## src/rtl/game_pkg.sv

```systemverilog
// Shared encodings and widths for the round sequencer and its helpers.
package game_pkg;

  // Game-flow states as seen on the state output
  localparam logic [1:0] ST_IDLE  = 2'd0;
  localparam logic [1:0] ST_CLEAR = 2'd1;
  localparam logic [1:0] ST_PLAY  = 2'd2;
  localparam logic [1:0] ST_OVER  = 2'd3;

  localparam int SCORE_W = 16;
  localparam int TIME_W  = 7;
  localparam int LIVES_W = 2;

endpackage

```

## src/rtl/game_ctl_sec_tick.sv

```systemverilog
// One-second strobe: counts 0..TICK_DIV-1 and pulses tick on the last count.
module sec_tick #(
  parameter int TICK_DIV = 100_000_000
) (
  input  logic clk_main,
  input  logic rst,
  input  logic clr,
  output logic tick
);

  localparam int CNT_W = (TICK_DIV > 2) ? $clog2(TICK_DIV) : 1;
  localparam logic [CNT_W-1:0] LAST = CNT_W'(TICK_DIV - 1);

  logic [CNT_W-1:0] r_tcnt;

  // Free-running divider, held at zero while clr is asserted
  always_ff @(posedge clk_main or posedge rst) begin
    if (rst) begin
      r_tcnt <= '0;
    end else if (clr || (r_tcnt == LAST)) begin
      r_tcnt <= '0;
    end else begin
      r_tcnt <= r_tcnt + 1'b1;
    end
  end

  assign tick = (r_tcnt == LAST);

endmodule

```

## src/rtl/game_ctl.sv

```systemverilog
// Round sequencer: game-flow FSM, lives, round countdown and high-score latch.
//
//   state | meaning
//   IDLE  | waiting for start; high score and new_high on display
//   CLEAR | one cycle; clears the score accumulator, round counters loaded
//   PLAY  | game logic enabled; hits cost lives, ticks cost seconds
//   OVER  | hold for OVER_SEC seconds while the high score is latched
module game_ctl
  import game_pkg::*;
#(
  parameter int LIVES     = 3,
  parameter int ROUND_SEC = 60,
  parameter int OVER_SEC  = 3,
  parameter int TICK_DIV  = 100_000_000
) (
  input  logic               clk_main,
  input  logic               rst,
  input  logic               btn_start,
  input  logic               hit_me,
  input  logic [SCORE_W-1:0] score,
  output logic               rst_score,
  output logic               play,
  output logic [1:0]         state,
  output logic [LIVES_W-1:0] lives,
  output logic [TIME_W-1:0]  time_left,
  output logic [SCORE_W-1:0] high_score,
  output logic               new_high
);

  localparam int OVER_W = $clog2(OVER_SEC + 1);
  localparam logic [OVER_W-1:0] OVER_LAST = OVER_W'(OVER_SEC - 1);

  logic [1:0]         r_state;
  logic [LIVES_W-1:0] r_lives;
  logic [TIME_W-1:0]  r_time;
  logic [SCORE_W-1:0] r_high;
  logic               r_new_high;
  logic [OVER_W-1:0]  r_over_cnt;
  logic               r_start_prev;
  logic               r_hit_prev;

  logic w_start_rise;
  logic w_hit_rise;
  logic w_tick;
  logic w_to_over;
  logic w_clr;

  assign w_start_rise = btn_start & ~r_start_prev;
  assign w_hit_rise   = hit_me & ~r_hit_prev;

  // Last life lost or last second elapsed; a coincident hit and tick still
  // makes only this one transition
  assign w_to_over = (r_state == ST_PLAY) &&
                     ((w_hit_rise && (r_lives == LIVES_W'(1))) ||
                      (w_tick && (r_time == TIME_W'(1))));

  // Divider restarts on OVER entry so the hold time is measured from there
  assign w_clr = (r_state == ST_IDLE) || (r_state == ST_CLEAR) || w_to_over;

  sec_tick #(
    .TICK_DIV(TICK_DIV)
  ) u_sec_tick (
    .clk_main(clk_main),
    .rst     (rst),
    .clr     (w_clr),
    .tick    (w_tick)
  );

  // Previous-level registers for the button and collision edge detectors
  always_ff @(posedge clk_main or posedge rst) begin
    if (rst) begin
      r_start_prev <= 1'b0;
      r_hit_prev   <= 1'b0;
    end else begin
      r_start_prev <= btn_start;
      r_hit_prev   <= hit_me;
    end
  end

  // Game-flow FSM with the lives, countdown and high-score registers
  always_ff @(posedge clk_main or posedge rst) begin
    if (rst) begin
      r_state    <= ST_IDLE;
      r_lives    <= '0;
      r_time     <= '0;
      r_high     <= '0;
      r_new_high <= 1'b0;
      r_over_cnt <= '0;
    end else begin
      case (r_state)
        ST_IDLE: begin
          if (w_start_rise) begin
            r_state    <= ST_CLEAR;
            r_lives    <= LIVES_W'(LIVES);
            r_time     <= TIME_W'(ROUND_SEC);
            r_new_high <= 1'b0;
          end
        end
        ST_CLEAR: begin
          r_state <= ST_PLAY;
        end
        ST_PLAY: begin
          if (w_hit_rise && (r_lives != '0)) begin
            r_lives <= r_lives - 1'b1;
          end
          if (w_tick && (r_time != '0)) begin
            r_time <= r_time - 1'b1;
          end
          if (w_to_over) begin
            r_state    <= ST_OVER;
            r_over_cnt <= '0;
          end
        end
        ST_OVER: begin
          // Compared every cycle so the accumulator's final value is caught
          if (score > r_high) begin
            r_high     <= score;
            r_new_high <= 1'b1;
          end
          if (w_tick) begin
            if (r_over_cnt == OVER_LAST) begin
              r_state    <= ST_IDLE;
              r_over_cnt <= '0;
            end else begin
              r_over_cnt <= r_over_cnt + 1'b1;
            end
          end
        end
        default: begin
          r_state <= ST_IDLE;
        end
      endcase
    end
  end

  assign rst_score  = (r_state == ST_CLEAR);
  assign play       = (r_state == ST_PLAY);
  assign state      = r_state;
  assign lives      = r_lives;
  assign time_left  = r_time;
  assign high_score = r_high;
  assign new_high   = r_new_high;

endmodule

```

## config.mk

```make
export PLATFORM = sky130hd
export DESIGN_NAME = game_ctl
export DESIGN_NICKNAME = d
export VERILOG_FILES = /design/src/rtl/game_pkg.sv /design/src/rtl/game_ctl_sec_tick.sv /design/src/rtl/game_ctl.sv
export SDC_FILE = /design/constraint.sdc
export NUM_CORES = 1
export LEC_CHECK = 0
export ABC_AREA = 1
export CORE_AREA = 2 2 79 81
export DETAILED_ROUTE_END_ITERATION = 10
export DIE_AREA = 0 0 81 83
export DONT_BUFFER_PORTS = 1
export PLACE_DENSITY = 0.87
export SYNTH_ARGS = -nofsm -noshare
export SYNTH_HDL_FRONTEND = slang
export SYNTH_HIERARCHICAL = 1
export SYNTH_SLANG_ARGS = --single-unit
```

## constraint.sdc

```tcl
create_clock -name clk_main -period 3.2 [get_ports clk_main]
set_input_delay 0.64 -clock clk_main [delete_from_list [all_inputs] [get_ports clk_main]]
set_output_delay 0.64 -clock clk_main [all_outputs]
set_load 0.005 [all_outputs]
```

== After elaboration in Yosys (flattened, before gate mapping) ==
Cells that the tools add are included.

* Bits of input ports: 20
* Word-level logic and storage cells: 72
* Bits in registers: 59
* Output and inout port bits: 30

* Bitwise operators: 4
* Magnitude comparators: 1
* Reductions and logical operators: 21
* Eq/ne operators: 14
* Add/subtract/negate cells: 4
* Mux-type cells: 19

{| class="wikitable"
|+ Operators by type and width
! kind !! number
|-
| adder 27 x 1 -> 27 bit, second input constant || 1
|-
| == test 27 bit, second input constant || 1
|-
| 2-to-1 mux 27 bit || 1
|-
| 2-to-1 mux 2 bit || 9
|-
| > comparator 16 bit || 1
|-
| 2-to-1 mux 7 bit || 2
|-
| case mux 7 bit (2 select lines) || 1
|-
| AND reduction 3 bit || 4
|-
| inequality test 2 bit, second input constant || 4
|-
| case mux 2 bit (2 select lines) || 2
|-
| case mux 2 bit (4 select lines) || 1
|-
| nonzero test 2 bit || 4
|-
| == test 7 x 1 -> 1 bit, second input constant || 1
|-
| nonzero test 7 bit || 1
|-
| subtractor 7 x 1 -> 7 bit, second input constant || 1
|-
| == test 2 bit, second input constant || 3
|-
| inequality test 2 x 1 -> 1 bit, second input constant || 3
|-
| logical AND 1 bit || 5
|-
| == test 2 x 1 -> 1 bit, second input constant || 2
|-
| logical OR 1 bit || 4
|-
| AND reduction 4 bit || 1
|-
| adder 2 x 1 -> 2 bit, second input constant || 1
|-
| AND 1 bit || 2
|-
| zero test 2 bit || 1
|-
| 5 further kinds || 7
|}

== Longest topological paths before layout ==
Gate-level depths: netlist of the first run.

* Word-level depth: 8
* Gate-level depth with buffers: 16
* Mapped depth without buffers: 16

== By module ==
Netlist of the first run, hierarchy kept.

{| class="wikitable"
|+ Modules (own cells, without submodules)
! module !! cells an instance !! sequential area each (um2) !! times used !! area each (um2)
|-
| game_ctl || 239 || 800.8 || 1 || 2064.5
|-
| sec_tick || 232 || 675.6 || 1 || 1602.8
|}

== Least setup slack after synthesis of the first run ==
No wires, ideal clock.

* Kind: register to register
* Start point: register u_sec_tick.r_tcnt[0]
* End point: register u_sec_tick.r_tcnt[2]
* Required time: 3.080 ns
* Path slack: 1.298 ns
* Setup time: 0.120 ns
* Arrival time: 1.782 ns
* Cell stages (with the launch flop): 14
* Period minus slack after synthesis: 1.902 ns
* Path through: dfrtp_1 -> ha_1 -> nand3_2 -> inv_2 -> nand2_2 -> nor2_2 -> nand2_2 -> inv_1 -> a31oi_1 -> o21ai_0 -> inv_1 -> nand2_4 -> buf_6 -> nor2_1

* Cells in the longest elaborated chain, start to end: 7
* Elaborated cells on any way between the ends: 8

{| class="wikitable"
|+ Ends and longest elaborated chain
! item !! line !! text
|-
| start: declaration || game_ctl_sec_tick.sv:14 || <nowiki>logic [CNT_W-1:0] r_tcnt;</nowiki>
|-
| start signal: assignment || game_ctl_sec_tick.sv:23 || <nowiki>r_tcnt <= r_tcnt + 1'b1;</nowiki>
|-
| == test 27 bit || game_ctl_sec_tick.sv:27 || <nowiki>assign tick = (r_tcnt == LAST);</nowiki>
|-
| named net w_tick || game_ctl.sv:44 || <nowiki>logic w_tick;</nowiki>
|-
| logical AND 1 bit || game_ctl.sv:55 || <nowiki>(w_tick && (r_time == TIME_W'(1))));</nowiki>
|-
| logical OR 1 bit || game_ctl.sv:54 || <nowiki>((w_hit_rise && (r_lives == LIVES_W'(1))) ||</nowiki>
|-
| logical AND 1 bit || game_ctl.sv:53 || <nowiki>assign w_to_over = (r_state == ST_PLAY) &&</nowiki>
|-
| logical OR 1 bit || game_ctl.sv:58 || <nowiki>assign w_clr = (r_state == ST_IDLE) || (r_state == ST_CLEAR) || w_to_over;</nowiki>
|-
| named net w_clr || game_ctl.sv:46 || <nowiki>logic w_clr;</nowiki>
|-
| logical OR 1 bit || game_ctl_sec_tick.sv:20 || <nowiki>end else if (clr || (r_tcnt == LAST)) begin</nowiki>
|-
| 2-to-1 mux 27 bit || game_ctl_sec_tick.sv:20 ||
|}

The timed path passes the listed nets, and every way through them passes these cells.
A chain may end at the register's enable or synchronous reset.

== Worst setup path after layout of the first run ==
* Start point: register u_sec_tick.r_tcnt[0]
* End point: register u_sec_tick.r_tcnt[22]

The elaborated chain is that of the path after synthesis.

==> results of run 1 <==
[worst max path at each step]
stage	from	end	slack, ns
2_1_floorplan	u_sec_tick/r_tcnt[0]	u_sec_tick/r_tcnt[2]	1.30
3_3_place_gp	score[7]	new_high	1.03
3_5_place_dp	score[7]	new_high	0.94
4_1_cts	u_sec_tick/r_tcnt[0]	u_sec_tick/r_tcnt[21]	0.99
5_1_grt	u_sec_tick/r_tcnt[0]	u_sec_tick/r_tcnt[24]	0.80
6_report	u_sec_tick/r_tcnt[0]	u_sec_tick/r_tcnt[22]	0.99
[stage by stage]
step,hold slack [ns],power [mW],setup slack [ns]
floorplan,0.4636,1.643,1.298
global placement,0.4927,1.738,1.027
detailed placement,0.5106,1.782,0.9395
CTS,0.2912,2.395,0.9871
global route,0.3049,2.562,0.7952
finish,0.2746,2.371,0.9891
[per-layer routing]
layer  share of wire (%)  GRT usage [%]  routed length [um]
met5                   0              0                   0
met1                  42          30.83                3117
met3                 5.7          7.500                 425
met4                 1.7          9.553                 127
met2                  50          37.87                3723
[power groups by stage]
stage	clock [mW]	combinational [mW]	sequential (mW)
after detailed placement	0	0.773	1.01
after floorplan	0	0.670	0.973
after global routing	0.654	0.893	1.01
after CTS	0.615	0.783	0.997
after global placement	0	0.735	1.00
final	0.597	0.778	0.996
[kinds of logic after synthesis]
logic type	Yosys count
fa+ha+maj	26
buf+inv	68
compound gates	48
simple gates	254
xor+xnor	16
flops	59
[cells in the final DEF, fill, tap and decap left out, drive strengths merged]
cell type | Yosys | routed
clkbuf | 0 | 14
xor2 | 11 | 11
a21boi | 1 | 1
ha | 26 | 26
o21ai | 16 | 16
a31oi | 1 | 1
nor2 | 103 | 103
a22oi | 1 | 1
xnor2 | 5 | 5
nand3b | 1 | 1
nand3 | 23 | 23
clkinv | 0 | 2
nand2 | 120 | 120
o21bai | 2 | 2
a21o | 1 | 1
nor3 | 4 | 4
inv | 63 | 63
nand4 | 3 | 3
buf | 5 | 1
dfrtp | 59 | 59
a21oi | 26 | 26
[layout make-up]
type                            instances  area [sq um]
Fill cell                             506          1943
Multi-Input combinational cell        344          1886
Sequential cell                        59          1476
Inverter                               63         236.5
Clock buffer                           14         162.7
Tap cell                               75         93.84
Clock inverter                          2         10.01
Timing Repair Buffer                    1         7.507
[critical path, stage by stage, from the launching register on]
cell,delay (ns)
dfrtp_1,0.42
ha_1,0.28
nand3_2,0.15
inv_2,0.09
nand2_2,0.09
nor2_2,0.13
nand2_2,0.08
inv_1,0.11
a31oi_1,0.11
o21ai_0,0.17
inv_1,0.09
nand2_4,0.26
nor2_1,0.10
[flip-flops by register name (all words and copies together) (netlist names)]
name / count
u_sec_tick/r_tcnt: 27
high_score: 16
time_left: 7
lives: 2
r_over_cnt: 2
state: 2
new_high: 1
r_hit_prev: 1
r_start_prev: 1
==> results.json, run 1 <==
{
  "grt_pass1_wl_um": 12830,
  "overflow": 0,
  "yosysMostFrequentCell": "nand2_1",
  "clock_latency_ns": 0.33,
  "syn_inst": 471,
  "synth-compound-area-share_pct": 8.564,
  "stdcell_area_sq_um": 3872,
  "core_sq_um": 5816,
  "vias": 2961,
  "io_buffer_count": 0,
  "cts.hold.buffers_added": 0,
  "outcome": "finished clean",
  "drv_slew": 0,
  "clockRootBuffer": "clkbuf_8",
  "p_switching_uw": 930.2,
  "antenna_left": 0,
  "async_reset_ff_share_pct": 100.0,
  "yosys.area_share.adder_pct": 8.871,
  "wl_per_cell_um": 13.25,
  "p_leak_nw": 1.836,
  "cts.repair.resized": 0,
  "die_area_sq_um": 6723,
  "crit_type": "flip-flop to flip-flop",
  "wl_um": 7394,
  "io-pin-count": 50,
  "die_w_um": 81,
  "numCtsBuffers": 9,
  "dpl.hpwl_um": 5589,
  "cts.path.max_buffers": 2,
  "min_path_type": "primary input to async pin",
  "max-vdd-ir-drop_uv": 616.7,
  "r2r_start": "u_sec_tick/r_tcnt[0]",
  "synth.top_cell.area_share_pct": 40.26,
  "fin_util_pct": 66.59,
  "fin_setup_tns_ns": 0,
  "setup_violations": 0,
  "cp-start-kind": "flip-flop",
  "p_int_mw": 1.441,
  "clkPwrFrac_pct": 25.2,
  "yosysTopAreaCell": "dfrtp_1",
  "power_frac_comb_pct": 32.8,
  "hold_viol": 0,
  "power_density_nw_per_um2": 612.3,
  "gp_congestion": 1.007,
  "grt_max_degree": 34,
  "yosys-top-cells-count": "nand2_1 (112), nor2_1 (82), inv_1 (62)",
  "drtIter0Drc": 267,
  "cts_tree": "yes",
  "clock-sinks": 59,
  "final_nets": 524,
  "synth_area_leaders": "dfrtp_1 (40%), nand2_1 (11%), ha_1 (8.9%)",
  "start_util_pct": 63.06,
  "synthToLayoutAreaGrowth_pct": 5.595,
  "switching_share_pct": 39.23,
  "diodes": 0,
  "grt_antenna_before_repair": 0,
  "cp.required_ns": 3.41,
  "synthMuxAreaShare_pct": 0,
  "drive_gt1_share_pct": 12.42,
  "first_pass_iters": 4,
  "synth_top_family_by_area": "simple AND/OR/NAND/NOR gates",
  "fmax_mhz": 452.3,
  "slew_headroom_pct": 33.06,
  "fin_crit_ns": 2.211,
  "synth_edf_count": 0,
  "clkTransAtPathRegs_ns": 0.06,
  "grt_pass1_vias": 2922,
  "drv_cap": 0,
  "dominantRegCellSynth": "dfrtp_1",
  "placedCellCount": 542,
  "rr_endpoint": "u_sec_tick/r_tcnt[22]",
  "arrival_ns": 2.42,
  "track_usage_pct": 24.13,
  "period_share_pct": 69.09,
  "die_h_um": 83,
  "worst-r2r-cell-count": 12,
  "postSynthAreaPerCell_sq_um": 7.786,
  "via_per_inst": 5.306,
  "yosys_warnings": 6,
  "postPlaceCellArea_sq_um": 3700,
  "synth-simple-area-share_pct": 30.16,
  "synthXorXnorAreaFrac_pct": 3.821,
  "worstSetupEndpointType": "flip-flop",
  "synth_nets": 517,
  "syn_area_sq_um": 3667,
  "clock_skew_ns": 0.005745,
  "yosys_register_bits": 59,
  "postCtsSetupBuffers": 0,
  "power_frac_seq_pct": 42.0,
  "r2r_slack_ns": 0.99,
  "route.detailed.drc": 0,
  "critPathMaxFanout": 27,
  "ys_types": 30,
  "rsz0062_at_grt": "no",
  "final_cells": 558,
  "row_count": 28,
  "synth-seq-area-share_pct": 40.26,
  "worstMarginPinSlew_ns": 1.003,
  "htree_levels": 3
}
Power figures use the tool's default switching activity.
==> run 2, diff against run 1 <==
--- a/config.mk
+++ b/config.mk
@@ -6,11 +6,11 @@
 export NUM_CORES = 1
 export LEC_CHECK = 0
 export ABC_AREA = 1
-export CORE_AREA = 2 2 79 81
+export CORE_AREA = 2 2 83 85
 export DETAILED_ROUTE_END_ITERATION = 10
-export DIE_AREA = 0 0 81 83
+export DIE_AREA = 0 0 85 87
 export DONT_BUFFER_PORTS = 1
-export PLACE_DENSITY = 0.87
+export PLACE_DENSITY = 0.83
 export SYNTH_ARGS = -nofsm -noshare
 export SYNTH_HDL_FRONTEND = slang
 export SYNTH_HIERARCHICAL = 1
==> constraint.sdc (replaced) <==
create_clock -name clk_main -period 1.75 [get_ports clk_main]
set_input_delay 0.35 -clock clk_main [delete_from_list [all_inputs] [get_ports clk_main]]
set_output_delay 0.35 -clock clk_main [all_outputs]
set_load 0.005 [all_outputs]
==> results.json, run 2 (same netlist as run 1, synthesis figures left out) <==
{
  "outcome": "finished with violations",
  "violations": "setup timing",
  "die_h_um": 87,
  "power_frac_comb_pct": 45.9,
  "hold_viol": 0,
  "overflow": 0,
  "cp-start-kind": "flip-flop",
  "switching_share_pct": 43.20,
  "drv_cap": 0,
  "critPathLaunch": "high_score[14]",
  "fin_ws_ns": -0.3381,
  "antenna_left": 0,
  "io-pin-count": 50,
  "synthToLayoutAreaGrowth_pct": 41.15,
  "slew_headroom_pct": 57.93,
  "p_int_mw": 3.430,
  "gp_congestion": 0.9344,
  "via_per_inst": 6.134,
  "min_path_type": "primary input to flip-flop",
  "final_common_cell": "nand2_1",
  "arrival_ns": 2.31,
  "r2r_start": "high_score[14]",
  "clock_skew_ns": 0.02385,
  "core_sq_um": 6569,
  "holdWs_ns": 0.1235,
  "met2RoutedLength_um": 6619,
  "grt_pass1_wl_um": 17240,
  "dr.max_layer_used": "met4",
  "critPathMaxFanout": 8,
  "n_fill_cell": 330,
  "routed-wl-met3_um": 1289,
  "hold_start": "score[10]",
  "die_area_sq_um": 7395,
  "htree_levels": 3,
  "drive_gt1_share_pct": 39.96,
  "setup_violations": 55,
  "crit_type": "flip-flop to flip-flop",
  "p_leak_nw": 2.284,
  "clockRootBuffer": "clkbuf_8",
  "fin_setup_tns_ns": -12.52,
  "die_w_um": 85,
  "vias": 3975,
  "fin_crit_ns": 2.088,
  "final_nets": 610,
  "placedCellCount": 599,
  "clkPwrFrac_pct": 24.0,
  "cts_tree": "yes",
  "row_count": 30,
  "final_cells": 648,
  "rsz0062_at_grt": "yes",
  "clkTransAtPathRegs_ns": 0.09,
  "cts.path.max_buffers": 2,
  "start_util_pct": 55.83,
  "drv_slew": 0,
  "p_switching_mw": 2.609,
  "wl_um": 13970,
  "worstMarginPinSlew_ns": 0.6263,
  "wl_per_cell_um": 21.56,
  "layout_common_cells": "nand2_1 (99), buf_4 (73), nor2_1 (59), dfrtp_1 (59), inv_1 (44)",
  "wl_met1_um": 4607,
  "first_pass_iters": 5,
  "period_share_pct": 119.3,
  "power_density_nw_per_um2": 1167,
  "grt_max_degree": 33,
  "top_register": "u_sec_tick/r_tcnt",
  "clock-sinks": 59,
  "largest_reg_flops": 27,
  "worstSetupEndpointType": "flip-flop",
  "numCtsBuffers": 9,
  "power_frac_seq_pct": 30.1,
  "drtIter0Drc": 371,
  "postPlaceCellArea_sq_um": 4141,
  "grt_pass1_vias": 3589,
  "cp.required_ns": 1.97,
  "clock_latency_ns": 0.37,
  "fmax_mhz": 478.9,
  "track_usage_pct": 30.45,
  "stdcell_area_sq_um": 5176,
  "max-vdd-ir-drop_uv": 1060,
  "io_buffer_count": 0,
  "route.detailed.drc": 0,
  "grt_antenna_before_repair": 0,
  "diodes": 0,
  "dpl.hpwl_um": 6267
}
## run 2: changes by cell type in the layout (fill, tap and decap cells not counted), moves of 13 or more
cell | before | now
buf_4 | 1 | 73
ha_1 | 26 | 13
inv_1 | 62 | 44
inv_2 | 1 | 18
nand2_1 | 112 | 99
nor2_1 | 82 | 59
nor2_4 | 1 | 24
## run 2: metrics by stage
stage                     util (%)  worst slack (ns)  power [mW]
after floorplan                  -          0.007545       3.034
after global placement       63.05           0.03032       3.406
after detailed placement     63.05          -0.04336       3.511
after CTS                    72.25          -0.09165       5.134
after global routing         78.80           -0.3782       6.245
final                        78.80           -0.3381       6.039
## run 2: final cells by class
cell class              count  area (sq um)  area share (%)
flip-flops and latches     59          1476           28.52
clock inverters             5         77.57           1.499
inverters                  63         239.0           4.617
multi-input cells         347          2426           46.87
repair buffers             84         719.4           13.90
well taps                  80         100.1           1.934
clock buffers              10         137.6           2.659
## run 2: worst paths after layout
path,to,slack (ns),cells after the start
min in group asynchronous,r_over_cnt[0],0.56,3
min reg2reg,time_left[3],0.54,2
max in group asynchronous,time_left[5],0.85,3
min,high_score[10],0.12,2
max,high_score[0],-0.34,13
max reg2reg,high_score[0],-0.34,13
## run 2: power by group through the flow
| stage | sequential [mW] | combinational [mW] | clock [mW] |
|---|---|---|---|
| 5_1_grt | 1.83 | 2.92 | 1.50 |
| 6_report | 1.82 | 2.77 | 1.45 |
| 2_1_floorplan | 1.79 | 1.24 | 0 |
| 4_1_cts | 1.78 | 1.97 | 1.39 |
| 3_5_place_dp | 1.80 | 1.71 | 0 |
| 3_3_place_gp | 1.79 | 1.62 | 0 |
## run 2: what timing repair did
item | 4_1_cts | 5_1_grt
setup endpoints to repair | 40 | 57
cloned | 1 | 3
setup buffers | 15 | 12
endpoints found under the hold margin | 37 | 2
hold buffers | 1 | 2
pin swaps | 13 | 30
gates resized for setup | 45 | 83
## run 2: worst max-delay path, cell delays in order (launching register included)
cell and delay [ns]:
dfrtp_1 0.49, inv_2 0.09, ha_4 0.27, nand2_2 0.08
nor2_4 0.11, nand2_2 0.07, inv_1 0.07, nand2_2 0.07
nand2_2 0.10, nand2_4 0.11, buf_12 0.15, buf_12 0.14
nand2_1 0.07, o21ai_1 0.10
## run 2: layer usage
| layer | global-route usage [%] | vias to the layer above |
|---|---|---|
| met5 | 0 | - |
| met4 | 19.48 | 0 |
| met3 | 8.815 | 140 |
| met2 | 51.42 | 325 |
| met1 | 33.64 | 1845 |
| li1 | - | 1665 |
